## src/rtl/bw_clk_cclk_scanchain_nx_if.sv

```systemverilog
// Scan/config bundle for the clock-cluster scan chain.
// master: the scan controller side that drives strobes and serial data.
// slave:  the scan chain itself.
interface bw_clk_cclk_scanchain_nx_if #(
    parameter int WIDTH = 8
);
    logic             se;
    logic             sd;
    logic             cap;
    logic [WIDTH-1:0] pd;
    logic             upd;
    logic             so;
    logic [WIDTH-1:0] q;
    logic             full;
    logic             err;

    modport master (
        output se, sd, cap, pd, upd,
        input  so, q, full, err
    );

    modport slave (
        input  se, sd, cap, pd, upd,
        output so, q, full, err
    );
endinterface

```

## src/rtl/bw_clk_cclk_scanchain_nx.sv

```systemverilog
// Clock-cluster configuration scan chain.
// A WIDTH-bit shift chain (serial in, parallel capture) feeds a guarded
// update register q.  q is only loaded when exactly WIDTH bits have been
// shifted in since the last capture/update, so downstream clock logic never
// sees a partially loaded word.  An update attempted early sets a sticky err.
// The serial output can be retimed through a falling-edge lock-up stage so
// the next segment, clocked on the same edge, sees a half-cycle of hold.
module bw_clk_cclk_scanchain_nx #(
    parameter int               WIDTH     = 8,
    parameter logic [WIDTH-1:0] RESET_VAL = '0,
    parameter int               LOCKUP    = 1
) (
    input  logic                             ck,
    input  logic                             rst,
    bw_clk_cclk_scanchain_nx_if.slave        bus
);

    localparam int             CNT_W   = $clog2(WIDTH + 1);
    localparam logic [CNT_W-1:0] CNT_MAX = CNT_W'(WIDTH);
    localparam logic [CNT_W-1:0] CNT_ONE = CNT_W'(1);

    logic [WIDTH-1:0] chain_reg, chain_next;
    logic [WIDTH-1:0] chain_shifted;
    logic [CNT_W-1:0] cnt_reg, cnt_next;
    logic [WIDTH-1:0] q_reg, q_next;
    logic             err_reg, err_next;
    logic             full;

    // Shifted view of the chain: bit 0 takes sd, every other bit takes its
    // lower neighbour.
    assign chain_shifted[0] = bus.sd;
    generate
        for (genvar gi = 1; gi < WIDTH; gi++) begin : g_shift
            assign chain_shifted[gi] = chain_reg[gi-1];
        end
    endgenerate

    // The counter saturates at WIDTH, so full stays up during over-shifting.
    assign full = (cnt_reg == CNT_MAX);

    // Next-state decode: shift beats capture; a qualified update snapshots
    // the pre-edge chain and restarts the bit count (counting this cycle's
    // shift, if any).
    always_comb begin
        chain_next = chain_reg;
        cnt_next   = cnt_reg;
        q_next     = q_reg;
        err_next   = err_reg;

        if (bus.se) begin
            chain_next = chain_shifted;
            cnt_next   = full ? cnt_reg : (cnt_reg + CNT_ONE);
        end else if (bus.cap) begin
            chain_next = bus.pd;
            cnt_next   = '0;
        end

        if (bus.upd) begin
            if (full) begin
                q_next   = chain_reg;
                cnt_next = bus.se ? CNT_ONE : '0;
            end else begin
                err_next = 1'b1;
            end
        end
    end

    // Rising-edge state with asynchronous reset to the documented values.
    always_ff @(posedge ck or posedge rst) begin
        if (rst) begin
            chain_reg <= '0;
            cnt_reg   <= '0;
            q_reg     <= RESET_VAL;
            err_reg   <= 1'b0;
        end else begin
            chain_reg <= chain_next;
            cnt_reg   <= cnt_next;
            q_reg     <= q_next;
            err_reg   <= err_next;
        end
    end

    assign bus.q    = q_reg;
    assign bus.full = full;
    assign bus.err  = err_reg;

    generate
        if (LOCKUP != 0) begin : g_lockup
            logic lockup_reg;

            // Falling-edge lock-up: presents the chain MSB half a cycle late.
            always_ff @(negedge ck or posedge rst) begin
                if (rst) begin
                    lockup_reg <= 1'b0;
                end else begin
                    lockup_reg <= chain_reg[WIDTH-1];
                end
            end

            assign bus.so = lockup_reg;
        end else begin : g_direct
            assign bus.so = chain_reg[WIDTH-1];
        end
    endgenerate

endmodule

```

## src/flat_wrapper.sv

```systemverilog
// flat-port wrapper written by rule: the top's interface ports become plain ports
module bw_clk_cclk_scanchain_nx_flat 
#(
    parameter int               WIDTH     = 8,
    parameter logic [WIDTH-1:0] RESET_VAL = '0,
    parameter int               LOCKUP    = 1
)
  (ck, rst, bus_se, bus_sd, bus_cap, bus_pd, bus_upd, bus_so, bus_q, bus_full, bus_err);
  bw_clk_cclk_scanchain_nx_if #(.WIDTH(WIDTH)) bus_i ();
  input  logic ck;
  input  logic rst;
  input wire logic [$bits(bus_i.se)-1:0] bus_se;
  input wire logic [$bits(bus_i.sd)-1:0] bus_sd;
  input wire logic [$bits(bus_i.cap)-1:0] bus_cap;
  input wire logic [$bits(bus_i.pd)-1:0] bus_pd;
  input wire logic [$bits(bus_i.upd)-1:0] bus_upd;
  output wire logic [$bits(bus_i.so)-1:0] bus_so;
  output wire logic [$bits(bus_i.q)-1:0] bus_q;
  output wire logic [$bits(bus_i.full)-1:0] bus_full;
  output wire logic [$bits(bus_i.err)-1:0] bus_err;
  assign bus_i.se = bus_se;
  assign bus_i.sd = bus_sd;
  assign bus_i.cap = bus_cap;
  assign bus_i.pd = bus_pd;
  assign bus_i.upd = bus_upd;
  assign bus_so = bus_i.so;
  assign bus_q = bus_i.q;
  assign bus_full = bus_i.full;
  assign bus_err = bus_i.err;
  bw_clk_cclk_scanchain_nx #(.WIDTH(WIDTH), .RESET_VAL(RESET_VAL), .LOCKUP(LOCKUP)) u_core (.ck(ck), .rst(rst), .bus(bus_i));
endmodule
```

## config.mk

```make
export PLATFORM = sky130hd
export DESIGN_NAME = bw_clk_cclk_scanchain_nx_flat
export DESIGN_NICKNAME = d
export VERILOG_FILES = /design/src/rtl/bw_clk_cclk_scanchain_nx_if.sv /design/src/rtl/bw_clk_cclk_scanchain_nx.sv /design/src/flat_wrapper.sv
export SDC_FILE = /design/constraint.sdc
export NUM_CORES = 1
export LEC_CHECK = 0
export ABC_AREA = 1
export ABC_CLOCK_PERIOD_IN_PS = 1540
export BUFFER_PORTS_ARGS = -buffer_cell sky130_fd_sc_hd__buf_2
export CAP_MARGIN = 20
export CORE_ASPECT_RATIO = 2
export CORE_MARGIN = 4
export CORE_UTILIZATION = 25
export CTS_CLUSTER_DIAMETER = 150
export DETAILED_ROUTE_END_ITERATION = 7
export SETUP_SLACK_MARGIN = 0.1
export SYNTH_ARGS = -nofsm -noshare
export SYNTH_HDL_FRONTEND = slang
export SYNTH_SLANG_ARGS = --single-unit
```

## constraint.sdc

```tcl
create_clock -name ck -period 1.54 [get_ports ck]
set_input_delay 0 -clock ck [delete_from_list [all_inputs] [get_ports ck]]
set_output_delay 0 -clock ck [all_outputs]
set_load 0.05 [all_outputs]
```

# Word level (Yosys, flattened, before mapping)
# Index checks and enable logic that the tools add are counted.
dict set report classes {
  add_sub_neg 1
  n_eq_ne 1
  n_mux 8
  bitwise 1
  n_reduce_logical 3
}
# op n
set ops {}
lappend ops {{two-way mux 4 bit} 5}
lappend ops {{two-way mux 8 bit} 2}
lappend ops {{adder 4 x 1 -> 4 bit, second input constant} 1}
lappend ops {{== test 4 bit, second input constant} 1}
lappend ops {{AND reduction 2 bit} 2}
lappend ops {{nonzero test 2 bit} 1}
lappend ops {{two-way mux 1 bit} 1}
lappend ops {{NOT 1 bit} 1}
dict set report totals {
  ff_bits 22
  inputBits 14
  output_inout_bits 11
}

# Depth between registers and ports, before layout
dict set report depth {
  ltp_word 5
  ltp_mapped 8
  mapped_depth_nobuf 8
}

==> qor.log <==
[drt] Routed WL 2.19 mm
[final_layout] utilization after layout 0.358
[cts] buffer depth of the longest clock path 2
[critical_path] CP max stage cell sky130_fd_sc_hd__dfrtn_1
[power_and_ir_drop] largest vdd supply drop 0.000674 V
[critical_path] category of cells accounting for the largest share of critical-path delay flip-flops
[floorplan] width of the chip 52.8 um
[global_route] GRT overflow 0
[global_route] number of antenna violations at the first check in global routing 0
[critical_path] Setup crit end kind output pin
[critical_path] cells along the critical path buf_6
[yosys] distinct cell type count after synthesis 18
[sta] crit path setup slack, layout -0.0507 ns
[cts] number of levels in the clock H-tree 1
[global_route] wire length of the first global-routing pass 3.75 mm
[yosys] cell accounting for the most synthesized area sky130_fd_sc_hd__dfrtp_1
[sta] Slew Limit Fails 0
[global_route] vias in the first global route 870
[floorplan] core box area 3880 um^2
[yosys] ranking of synthesized cells by area sky130_fd_sc_hd__dfrtp_1 52%, sky130_fd_sc_hd__nand2_1 23%, sky130_fd_sc_hd__nand3_1 5.0%
[place] count of buffers inserted at the top-level ports 24
[cts] total clock buffers created by CTS 3
[floorplan] starting density of the core 0.258
[critical_path] CP Data Required Time 1.54 ns
[drt] number of DRC markers after the initial detailed-route iteration 18
[sta] number of endpoints failing setup at the final stage 1
[drt] average vias per placed instance 4.17
[sta] Worst Skew 0.0145 ns
[critical_path] critical-path maximum fanout 1
[hold_path] path category of the worst min-delay check in -> reg
[sta] unrepaired setup endpoints after global routing yes
[yosys] total number of yosys warnings 0
[yosys] Avg Synthesized Cell Area 8.23 um^2
[power_and_ir_drop] Static Leakage 0.755 nW
[power_and_ir_drop] Power Density 1700 nW/um^2
[outcome] run status finished, violations left
[yosys] synthesized netlist net count 138
[sta] Final Hold Viols 0
[critical_path] origin of the worst setup path u_core.bus.so
[cts] clock transition time at the flip-flop clock pins of the worst setup and hold paths 0.07 ns
[sta] total negative setup slack -0.0507 ns
[floorplan] top-level I/O count 25
[critical_path] largest stage delay on the critical path 0.40 ns
[final_layout] n_diodes 0
[critical_path] class of the most critical setup path reg -> out
[critical_path] Setup crit start kind register
[drt] Pre-Repair DR Iteration Count 4
[outcome] violations in the final reports negative setup slack
[final_layout] finished layout cell area 1390 um^2
[sta] Tightest Pin Transition 0.291 ns
[place] DP Wirelength 1.66 mm
[drt] final routed wire length divided by cell count 10.3 um
[place] weighted congestion reported at the end of routability-driven placement 0.733
[yosys] portion of the post-synthesis area used by sequential elements 0.549
[final_layout] most common cell after layout, fill and taps aside sky130_fd_sc_hd__nand2_1
[flow_run] max-cap violation count 0
[floorplan] total die area 5150 um^2
[critical_path] startpoint of the most critical register-to-register path u_core.chain_reg[7]
[drt] residual DRC count 0
[sta] max_slew headroom 0.806
[place] post-place setup slack 0.145 ns
[yosys] area fraction of the dominant cell type after synthesis 0.524
[cts] CTS tree done
[power_and_ir_drop] power after layout 2.37 mW
[drt] number of vias in the routed layout 889
[final_layout] layout cells sized above 1 0.235
[global_route] pin count of the biggest net entering global routing 22
[drt] count of antenna-violating nets left after detailed routing 0
[hold_path] start point of the worst hold path bus_cap
[yosys] post-synthesis register bit count 22
[final_layout] commonest non-fill, non-tap cells in the layout 61 x sky130_fd_sc_hd__nand2_1, 22 x sky130_fd_sc_hd__buf_2, 21 x sky130_fd_sc_hd__dfrtp_1
[yosys] Post-Synthesis Cells 122
[final_layout] final net count 179
[critical_path] data arrival time of the critical path 1.59 ns
[yosys] Mapped Area 1000 um^2
[final_layout] layout overhead on the synthesized area 38.5%
[place] placement-stage cell area 1180 um^2
[cts] cell at the root of the clock tree sky130_fd_sc_hd__clkbuf_8
[cts] CTS Sinks 22
[floorplan] Vert. Die Dim 97.6 um
[global_route] Total Routing Usage GR 0.0953
[critical_path] count of buffer and inverter cells on the critical path 1
[cts] clock network latency to the later pin of the worst-skew pair 0.27 ns
[floorplan] Core Rows 32
## where the power goes
part / total, mW / internal [mW] / switching [mW]
combinational: 1.09 / 0.343 / 0.751
clock: 0.399 / 0.227 / 0.171
sequential: 0.875 / 0.751 / 0.124
total: 2.37 / 1.32 / 1.05
## cell usage after synthesis
| cell type | number |
|---|---|
| sky130_fd_sc_hd__a21o_1 | 1 |
| sky130_fd_sc_hd__a21oi_1 | 1 |
| sky130_fd_sc_hd__buf_4 | 1 |
| sky130_fd_sc_hd__buf_6 | 1 |
| sky130_fd_sc_hd__dfrtn_1 | 1 |
| sky130_fd_sc_hd__dfrtp_1 | 21 |
| sky130_fd_sc_hd__ha_1 | 2 |
| sky130_fd_sc_hd__inv_1 | 10 |
| sky130_fd_sc_hd__inv_2 | 3 |
| sky130_fd_sc_hd__nand2_1 | 61 |
| sky130_fd_sc_hd__nand3_1 | 10 |
| sky130_fd_sc_hd__nand3_2 | 1 |
| sky130_fd_sc_hd__nand4_2 | 1 |
| sky130_fd_sc_hd__nor2_1 | 4 |
| sky130_fd_sc_hd__nor2_4 | 1 |
| sky130_fd_sc_hd__o21ai_0 | 1 |
| sky130_fd_sc_hd__o22ai_1 | 1 |
| sky130_fd_sc_hd__xnor2_1 | 1 |
## path summary, 6_finish.rpt
path	slack [ns]	end	depth (start not counted)
min reg2reg	0.45	u_core.bus.err	1
min	0.10	u_core.cnt_reg[2]	4
max	-0.05	bus_so	1
max in group asynchronous	0.64	u_core.bus.so	3
max reg2reg	0.22	u_core.bus.so	0
min in group asynchronous	0.35	u_core.bus.q[7]	4
## layout make-up
class,instances,area [um^2]
fill,439,2490
sequential,22,551
multi-input combinational,85,407
timing repair buffer,38,265
tap,51,63.8
clock buffer,4,55.1
inverter,13,48.8
## per-layer routing
metal	track usage	vias to the layer above	wire [um]
met5	0	-	0
met2	0.175	17	1210
met4	0.0354	0	20
met3	0.0184	2	90
li1	-	453	-
met1	0.100	417	868
## cells by family (layout without fill, tap and decap cells)
kind of cell	Yosys count	count (layout)	share of synthesized area
and+or+nand+nor	78	78	0.327
DFF	22	22	0.549
buffers and inverters	15	55	0.0673
AOI/OAI and AO/OA	4	4	0.0237
adders and majority gates	2	2	0.0249
xor gates and xnor gates	1	1	0.00873
## per-stage QoR
| stage | instances | hold slack, ns |
|---|---|---|
| final | 213 | 0.103 |
| after global routing | 213 | 0.128 |
| after CTS | 212 | 0.0927 |
| after detailed placement | 197 | 0.0929 |
| after global placement | 197 | 0.0902 |
| after floorplan | 122 | -0.0108 |
## repair_timing
action                                  in CTS  in global routing
setup buffers                                0                  1
hold buffers                                11                  0
resized for setup                            2                  6
cloned                                       0                  0
endpoints found under the hold margin       30                  0
endpoints found under the setup margin       1                 12
pin swaps                                    0                  0
Note: power is estimated with default switching activity, not from simulation.
